**config.mk**
```make
export PLATFORM = sky130hd
export DESIGN_NAME = pc_sequencer
export DESIGN_NICKNAME = d
export VERILOG_FILES = /design/src/rtl/pc_sequencer.sv
export SDC_FILE = /design/constraint.sdc
export NUM_CORES = 1
export LEC_CHECK = 0
export CORE_MARGIN = 4
export CORE_UTILIZATION = 41
export CTS_CLUSTER_SIZE = 12
export DETAILED_ROUTE_END_ITERATION = 10
export PLACE_DENSITY = 0.75
export SYNTH_ARGS = -nofsm -noshare
export SYNTH_HDL_FRONTEND = slang
export SYNTH_SLANG_ARGS = --single-unit
```
**constraint.sdc**
```tcl
create_clock -name clk -period 1.8 [get_ports clk]
set_input_delay 0.18 -clock clk [delete_from_list [all_inputs] [get_ports clk]]
set_output_delay 0.18 -clock clk [all_outputs]
set_load 0.03 [all_outputs]
```
**src/rtl/pc_sequencer.sv**
```systemverilog
`default_nettype none
// ============================================================================
// Module      : pc_sequencer
// Description : Instruction sequencer for the 8-bit core. Owns the program
//               counter, latches the instruction returned by program memory
//               and steps it through FETCH/DECODE/EXEC/WAIT. Jumps, branches
//               and halts are resolved here; all other opcodes go to the
//               datapath with a one-cycle exec_en strobe. Supports free-run
//               (run level) and single-step (step pulse) operation.
// Ports       : clk       - system clock, rising edge
//               res       - asynchronous active-high reset
//               run       - level, fetch continuously while high
//               step      - pulse, run one instruction (sampled in IDLE only)
//               ir_in     - instruction word addressed by pc
//               zero_flag - datapath zero flag, used by JZ in DECODE
//               dp_busy   - datapath busy, holds the sequencer in WAIT
//               pc        - program counter to program memory
//               ir        - latched current instruction
//               exec_en   - one-cycle datapath execute strobe
//               halted    - high while in HALT
//               fault     - sticky, jump target outside program memory
// Revision    : 1.0 - initial release
// ============================================================================
module pc_sequencer #(
    parameter int PC_WIDTH = 8,
    parameter int IR_WIDTH = 16,
    parameter int CMD_CNT  = 64
) (
    input  logic                clk,
    input  logic                res,
    input  logic                run,
    input  logic                step,
    input  logic [IR_WIDTH-1:0] ir_in,
    input  logic                zero_flag,
    input  logic                dp_busy,
    output logic [PC_WIDTH-1:0] pc,
    output logic [IR_WIDTH-1:0] ir,
    output logic                exec_en,
    output logic                halted,
    output logic                fault
);

    localparam logic [3:0]          c_OP_JMP  = 4'b0101;
    localparam logic [3:0]          c_OP_JZ   = 4'b0110;
    localparam logic [3:0]          c_OP_HLT  = 4'b1111;
    localparam logic [PC_WIDTH-1:0] c_PC_LAST = PC_WIDTH'(CMD_CNT - 1);
    localparam logic [PC_WIDTH-1:0] c_PC_ONE  = PC_WIDTH'(1);

    typedef enum logic [2:0] {
        S_IDLE   = 3'd0,
        S_FETCH  = 3'd1,
        S_DECODE = 3'd2,
        S_EXEC   = 3'd3,
        S_WAIT   = 3'd4,
        S_HALT   = 3'd5
    } state_t;

    state_t                state_q, state_d;
    logic [PC_WIDTH-1:0]   pc_q, pc_d;
    logic [IR_WIDTH-1:0]   ir_q, ir_d;
    logic                  exec_en_q, exec_en_d;
    logic                  halted_q, halted_d;
    logic                  fault_q, fault_d;

    logic [3:0]            w_opcode;
    logic [PC_WIDTH-1:0]   w_target;
    logic [PC_WIDTH-1:0]   w_next_pc;
    logic                  w_tgt_ok;
    state_t                w_resume;

    assign w_opcode = ir_q[15:12];

    // Jump target field is 8 bits; fit it to the program counter width.
    generate
        if (PC_WIDTH > 8) begin : g_tgt_zext
            assign w_target = {{(PC_WIDTH-8){1'b0}}, ir_q[7:0]};
        end else begin : g_tgt_trunc
            assign w_target = ir_q[PC_WIDTH-1:0];
        end
    endgenerate

    assign w_tgt_ok  = (32'(w_target) < 32'(CMD_CNT));
    assign w_next_pc = (pc_q == c_PC_LAST) ? '0 : (pc_q + c_PC_ONE);

    // After an instruction retires, keep going only while run is held;
    // a dropped run lets the current instruction finish and then parks.
    assign w_resume = run ? S_FETCH : S_IDLE;

    always_comb begin
        state_d   = state_q;
        pc_d      = pc_q;
        ir_d      = ir_q;
        exec_en_d = 1'b0;
        halted_d  = halted_q;
        fault_d   = fault_q;

        case (state_q)
            S_IDLE: begin
                if (run || step) begin
                    state_d = S_FETCH;
                end
            end
            S_FETCH: begin
                ir_d    = ir_in;
                state_d = S_DECODE;
            end
            S_DECODE: begin
                case (w_opcode)
                    c_OP_HLT: begin
                        halted_d = 1'b1;
                        state_d  = S_HALT;
                    end
                    c_OP_JMP, c_OP_JZ: begin
                        if ((w_opcode == c_OP_JMP) || zero_flag) begin
                            if (w_tgt_ok) begin
                                pc_d    = w_target;
                                state_d = w_resume;
                            end else begin
                                fault_d  = 1'b1;
                                halted_d = 1'b1;
                                state_d  = S_HALT;
                            end
                        end else begin
                            pc_d    = w_next_pc;
                            state_d = w_resume;
                        end
                    end
                    default: begin
                        // Strobe is registered, so it is high during EXEC.
                        exec_en_d = 1'b1;
                        state_d   = S_EXEC;
                    end
                endcase
            end
            S_EXEC: begin
                state_d = S_WAIT;
            end
            S_WAIT: begin
                if (!dp_busy) begin
                    pc_d    = w_next_pc;
                    state_d = w_resume;
                end
            end
            S_HALT: begin
                state_d = S_HALT;
            end
            default: begin
                state_d = S_IDLE;
            end
        endcase
    end

    always_ff @(posedge clk or posedge res) begin
        if (res) begin
            state_q   <= S_IDLE;
            pc_q      <= '0;
            ir_q      <= '0;
            exec_en_q <= 1'b0;
            halted_q  <= 1'b0;
            fault_q   <= 1'b0;
        end else begin
            state_q   <= state_d;
            pc_q      <= pc_d;
            ir_q      <= ir_d;
            exec_en_q <= exec_en_d;
            halted_q  <= halted_d;
            fault_q   <= fault_d;
        end
    end

    assign pc      = pc_q;
    assign ir      = ir_q;
    assign exec_en = exec_en_q;
    assign halted  = halted_q;
    assign fault   = fault_q;

endmodule
`default_nettype wire

```
After elaboration in Yosys (flattened, before gate mapping)
Index checks and enable logic that the tools add are counted.
{"block": "word_totals", "inputBits": 22, "wordCells": 53, "output_inout_bits": 27, "register_bits": 30}
{"block": "op_classes", "add_sub_neg": 1, "eq_ne": 15, "n_reduce_logical": 11, "n_mux": 18, "bitwise": 1, "n_lt_le_gt_ge": 1}
{"cell": "8-bit 2-to-1 mux", "count": 5}
{"cell": "3-bit case mux with 6 select lines", "count": 1}
{"cell": "8-bit case mux with 2 select lines", "count": 1}
{"cell": "3-bit 2-to-1 mux", "count": 4}
{"cell": "4-bit AND reduction", "count": 3}
{"cell": "2-bit inequality test, second input constant", "count": 5}
{"cell": "8-bit by 1-bit adder with 8-bit output, second input constant", "count": 1}
{"cell": "4-bit by 3-bit equality test with 1-bit output, second input constant", "count": 2}
{"cell": "8-bit by 6-bit equality test with 1-bit output, second input constant", "count": 1}
{"cell": "8-bit by 7-bit less-than comparator with 1-bit output, second input constant", "count": 1}
{"cell": "3-bit by 2-bit equality test with 1-bit output, second input constant", "count": 2}
{"cell": "3-bit equality test, second input constant", "count": 2}
{"cell": "3-bit case mux with 2 select lines", "count": 1}
{"cell": "1-bit 2-to-1 mux", "count": 5}
{"cell": "4-bit equality test, second input constant", "count": 1}
{"cell": "2-bit nonzero test", "count": 2}
{"cell": "3-bit by 1-bit equality test with 1-bit output, second input constant", "count": 1}
{"cell": "3-bit zero test", "count": 1}
{"cell": "3-bit inequality test, second input constant", "count": 1}
{"cell": "3-bit OR reduction", "count": 1}
{"cell": "1-bit logical OR", "count": 2}
{"cell": "1-bit case mux with 2 select lines", "count": 1}
{"cell": "2-bit AND reduction", "count": 1}
{"cell": "2-bit OR reduction", "count": 1}
{"cell": "1-bit NOT", "count": 1}

Logic depth before layout (Yosys ltp)
{"block": "depth", "ltp_word": 5, "ltp_mapped": 7, "mapped_depth_nobuf": 6}

Least setup slack after synthesis
Ideal clock, no wire load.
{"block": "synth_timing", "kind": "flip-flop to flip-flop", "from": "register ir_q[12], in the netlist ir[12]", "to": "register pc_q[7], in the netlist pc[7]", "t_required_ps": 1661, "slack_ps": 48, "synth_period_minus_slack_ps": 1752, "path_buffers": 2, "path_stages_with_launch": 8, "setup_ps": 139, "arrival_time_ps": 1613, "path_cell_list": "dfrtp_1 -> buf_2 -> xor2_1 -> nand3_1 -> o22a_2 -> buf_6 -> o21ai_2 -> o41ai_2"}
{"block": "synth_between", "elab_chain_len": 5, "word_cells_on_any_way": 10, "cone_classes": "4 x eq/ne; 3 x mux; 3 x reduce/logical"}
{"item": "start, declared", "line_no": "60", "text": "logic [IR_WIDTH-1:0] ir_q, ir_d;"}
{"item": "start signal, assigned", "line_no": "164", "text": "ir_q <= ir_d;"}
{"item": "4-bit by 3-bit equality test with 1-bit output", "line_no": "108, 114"}
{"item": "1-bit logical OR", "line_no": "114", "text": "if ((w_opcode == c_OP_JMP) || zero_flag) begin"}
{"item": "8-bit 2-to-1 mux", "line_no": "114"}
{"item": "8-bit 2-to-1 mux", "line_no": "108", "text": "case (w_opcode)"}
{"item": "8-bit case mux with 2 select lines", "line_no": "97", "text": "case (state_q)"}
{"item": "end signal, assigned", "line_no": "163", "text": "pc_q <= pc_d;"}
{"item": "end, declared", "line_no": "59", "text": "logic [PC_WIDTH-1:0] pc_q, pc_d;"}
Parallel ways exist; a longest one is shown, timed or not. The select of a mux whose other input is x is not followed.
A chain may end at the register's enable or synchronous reset.

Final worst setup path
{"block": "layout_timing", "from": "register ir_q[12], in the netlist ir[12]", "to": "output port ir[12]"}
{"item": "end, declared", "line_no": "37", "text": "output logic [IR_WIDTH-1:0] ir,"}
No word-level cell between the ends.

==> impl_table.tex <==
\begin{tabular}{lr}
\hline
Metric & Value \\
\hline
\multicolumn{2}{l}{\textbf{Status}} \\
\quad Outcome & completed \\
\multicolumn{2}{l}{\textbf{GRT}} \\
\quad Global routing usage on met3 & 6.48\% \\
\quad Met2 global-route usage & between 20\% and 30\% \\
\quad GRT overflow & 0 \\
\quad Pin count of the biggest net entering global routing & 31 \\
\quad Global-route track usage on met1 & between 20 and 25\% \\
\quad Total routing usage reported by global routing & between 10\% and 20\% \\
\quad GRT Max-Usage Layer & met2 \\
\quad First-pass GRT wire length & roughly 6 mm \\
\quad Initial antenna violation count & 0 \\
\quad Vias in the first global route & between 1000 and 1500 \\
\multicolumn{2}{l}{\textbf{Critical path}} \\
\quad Maximum fanout along the worst path & 6 \\
\quad Crit path launch type & register \\
\quad Worst setup path class & register to output pin \\
\quad Crit path buf inv count & 2 \\
\quad Cell at the slowest stage of the critical path & sky130\_fd\_sc\_hd\_\_clkdlybuf4s50\_1 \\
\quad Cells along the critical path & buf\_4, clkdlybuf4s50\_1 \\
\quad Required time of the worst setup path & roughly 1.6 ns \\
\quad Cell family with most CP delay & buffers and inverters \\
\quad Slowest Stage Delay on Critical Path & around 0.66 ns \\
\quad Category of the worst setup path capture point & output pin \\
\quad Critical path data arrival time & 1.55 ns \\
\multicolumn{2}{l}{\textbf{Clock network}} \\
\quad TritonCTS clock tree & yes \\
\quad Cts bufs inserted & 5 \\
\quad Number of H-tree levels & 2 \\
\quad Maximum root-to-sink buffer count & 2 \\
\quad Setup Fix Bufs, Post-CTS & 0 \\
\quad Worst-path clk slew & 0.07 ns \\
\quad Clock insertion delay at the later pin of the skew report & 0.29 ns \\
\quad Number of buffers inserted by hold repair at cts & 0 \\
\quad Number of resized instances in the post-cts repair step & 0 \\
\quad Clock root buffer & sky130\_fd\_sc\_hd\_\_clkbuf\_8 \\
\quad Number of clock sinks & 30 \\
\multicolumn{2}{l}{\textbf{Timing}} \\
\quad Worst hold slack across all endpoints & 0.262 ns \\
\quad Final worst slack & about 0.074 ns \\
\quad Final setup fails & 0 \\
\quad Post-Route Setup TNS & 0 ns \\
\quad Fin crit period & roughly 1.7 ns \\
\quad Final worst-path cycle share & 95.9\% \\
\quad Transition time at the pin with the least slew margin & 0.519 ns \\
\quad Slew headroom & 65.0\% \\
\quad Count of final max-slew check failures & 0 \\
\quad Highest attainable clock frequency & around 580 MHz \\
\quad Unrepaired setup endpoints after global routing & no \\
\quad Maximum clock skew at final layout & between 0.007 and 0.008 ns \\
\quad Hold violation count in the final report & 0 \\
\multicolumn{2}{l}{\textbf{Floorplan}} \\
\quad Effective utilization at floorplan & $\sim$44\% \\
\quad Die area & $\sim$4800 um\^{}2 \\
\quad Floorplan die height & 68.9 um \\
\quad Die boundary width & just under 70 um \\
\quad Number of placement rows & 21 \\
\quad Core Footprint & around 3500 um\^{}2 \\
\quad Top-level I/O count & 49 \\
\multicolumn{2}{l}{\textbf{Synth}} \\
\quad Prevailing post-synth register cell & sky130\_fd\_sc\_hd\_\_dfrtp\_1 \\
\quad Flops \& latches, synth & 30 \\
\quad Mean area per synthesized cell & $\sim$11 um\^{}2 \\
\quad Part of the Yosys area used for sequential elements & between 40\% and 50\% \\
\quad Asr flop ratio synth & 100\% \\
\quad Post-Syn Instances & about 140 \\
\quad EDFF count, synth & 0 \\
\quad Post-synthesis instance area & approximately 1500 um\^{}2 \\
\quad Cell variety after synth & 42 \\
\quad Synthesis Warnings & 0 \\
\quad Synthesized Nets & 166 \\
\multicolumn{2}{l}{\textbf{Layout}} \\
\quad Most frequent cells in the layout & sky130\_fd\_sc\_hd\_\_clkdlybuf4s50\_1 (48), sky130\_fd\_sc\_hd\_\_dfrtp\_1 (30), sky130\_fd\_sc\_hd\_\_mux2\_2 (16) \\
\quad Filler instances & between 200 and 300 \\
\quad Area of the multi-input gates & 722 um\^{}2 \\
\quad Layout cell share with drive strength beyond 1 & around a fifth \\
\quad Number of antenna cells inserted & 0 \\
\quad Area taken by flip-flops and latches & around 750 um\^{}2 \\
\quad Most common library cell in the layout ignoring fill and taps & sky130\_fd\_sc\_hd\_\_clkdlybuf4s50\_1 \\
\quad Total number of nets in the final design & between 200 and 250 \\
\quad Area delta synth->final & 43.5\% \\
\multicolumn{2}{l}{\textbf{Power}} \\
\quad IR drop worst, VDD & about 0.0010 V \\
\quad PD cells & between 2000 and 2500 nW/um\^{}2 \\
\quad Leakage Power & 0.907 nW \\
\multicolumn{2}{l}{\textbf{Drt}} \\
\quad Final WL & $\sim$3.6 mm \\
\quad Via Count & 1330 \\
\quad DR DRC count & 0 \\
\quad Violation count after the first detailed-route iteration & 44 \\
\quad Vias per cell & approximately 5.4 \\
\quad WL/cell & between 10 and 15 um \\
\quad DRT Pass-1 Iters & 4 \\
\quad Final antenna-violating net count & 0 \\
\multicolumn{2}{l}{\textbf{Run}} \\
\quad Maximum Capacitance Violations & 0 \\
\multicolumn{2}{l}{\textbf{Hold path}} \\
\quad Class of the most critical hold timing path & input pin to async pin \\
\multicolumn{2}{l}{\textbf{Place}} \\
\quad Worst slack at placement & around 0.070 ns \\
\quad Post-detail-place hpwl & 2.60 mm \\
\quad Number of buffers added on ports & 48 \\
\quad Gp weighted congestion & between 0.8 and 0.9 \\
\hline
\end{tabular}
## synthesized netlist by cell type (2+ instances only)
library cell / instances / area [um^2]
sky130_fd_sc_hd__a21oi_1: 9 / 45.0
sky130_fd_sc_hd__a31oi_1: 2 / 12.5
sky130_fd_sc_hd__buf_4: 2 / 15.0
sky130_fd_sc_hd__buf_6: 2 / 22.5
sky130_fd_sc_hd__dfrtp_1: 30 / 751
sky130_fd_sc_hd__inv_1: 5 / 18.8
sky130_fd_sc_hd__mux2_2: 16 / 180
sky130_fd_sc_hd__nand2_1: 6 / 22.5
sky130_fd_sc_hd__nand2b_1: 2 / 12.5
sky130_fd_sc_hd__nand3_1: 6 / 30.0
sky130_fd_sc_hd__nor2_1: 14 / 52.6
sky130_fd_sc_hd__nor3_1: 7 / 35.0
sky130_fd_sc_hd__nor4_1: 2 / 12.5
sky130_fd_sc_hd__o21ai_0: 7 / 35.0
sky130_fd_sc_hd__o21ai_1: 3 / 15.0
sky130_fd_sc_hd__o221ai_1: 2 / 17.5
sky130_fd_sc_hd__or2_2: 3 / 18.8
## final timing paths
| path | cells past startpoint | startpoint | slack (ns) | end |
|---|---|---|---|---|
| setup / recovery | 2 | ir[12] | 0.07 | ir[12] |
| setup reg to reg | 5 | ir[14] | 0.16 | pc[6] |
| hold reg to reg | 1 | halted | 0.47 | halted |
| max in group asynchronous | 3 | res | 1.26 | halted |
| min in group clk | 1 | halted | 0.47 | halted |
| hold / removal | 3 | res | 0.26 | ir[2] |
## kinds of logic (layout without fill, tap and decap cells)
logic type / after synthesis / after routing / synth area share, %
multiplexers: 17 / 17 / 12.5
adder cells (fa/ha/maj): 1 / 1 / 0.822
AND/OR/NAND/NOR: 49 / 49 / 17.2
XOR/XNOR: 1 / 1 / 0.575
AO/OA/AOI/OAI: 35 / 35 / 15.6
flip-flops: 30 / 30 / 49.3
buffers and inverters: 10 / 68 / 4.03
## registers in the layout, indices dropped and copies added, names as in the netlist
| signal | flops |
|---|---|
| exec_en | 1 |
| fault | 1 |
| halted | 1 |
| ir | 16 |
| pc | 8 |
| state_q | 3 |
## per-layer routing
metal | routed length (um) | up-vias
met2 | 1720 | 40
met1 | 1550 | 651
met4 | 107 | 0
li1 | - | 630
met3 | 226 | 9
met5 | 0 | -
## area by class of cell
cell class / instances / share of cell area (%)
inverter: 5 / 0.859
clock inverter: 1 / 0.229
tap: 46 / 2.63
timing repair buffer: 55 / 25.0
multi-input combinational: 103 / 33.0
sequential: 30 / 34.3
clock buffer: 7 / 3.95
## per-stage QoR
stage	utilization [%]	power, mW	instances	cell area (um^2)
finish	63.0	4.41	247	2190
global route	63.0	4.71	247	2190
global placement	60.1	3.81	239	2080
floorplan	-	2.88	143	1520
CTS	62.7	4.44	247	2170
detailed placement	60.1	3.86	239	2080
## power by group
part	internal, mW	switching [mW]
Clock	0.308	0.256
Combinational	1.19	1.30
Sequential	1.01	0.353
Total	2.51	1.91
## worst register-to-register path, delay by kind of cell, from the launching register on
kind,cells,cell delay [ns]
flip-flops,1,0.45
AND/OR/NAND/NOR,2,0.54
AO/OA/AOI/OAI,3,0.58
Note: power is estimated with default switching activity, not from simulation.
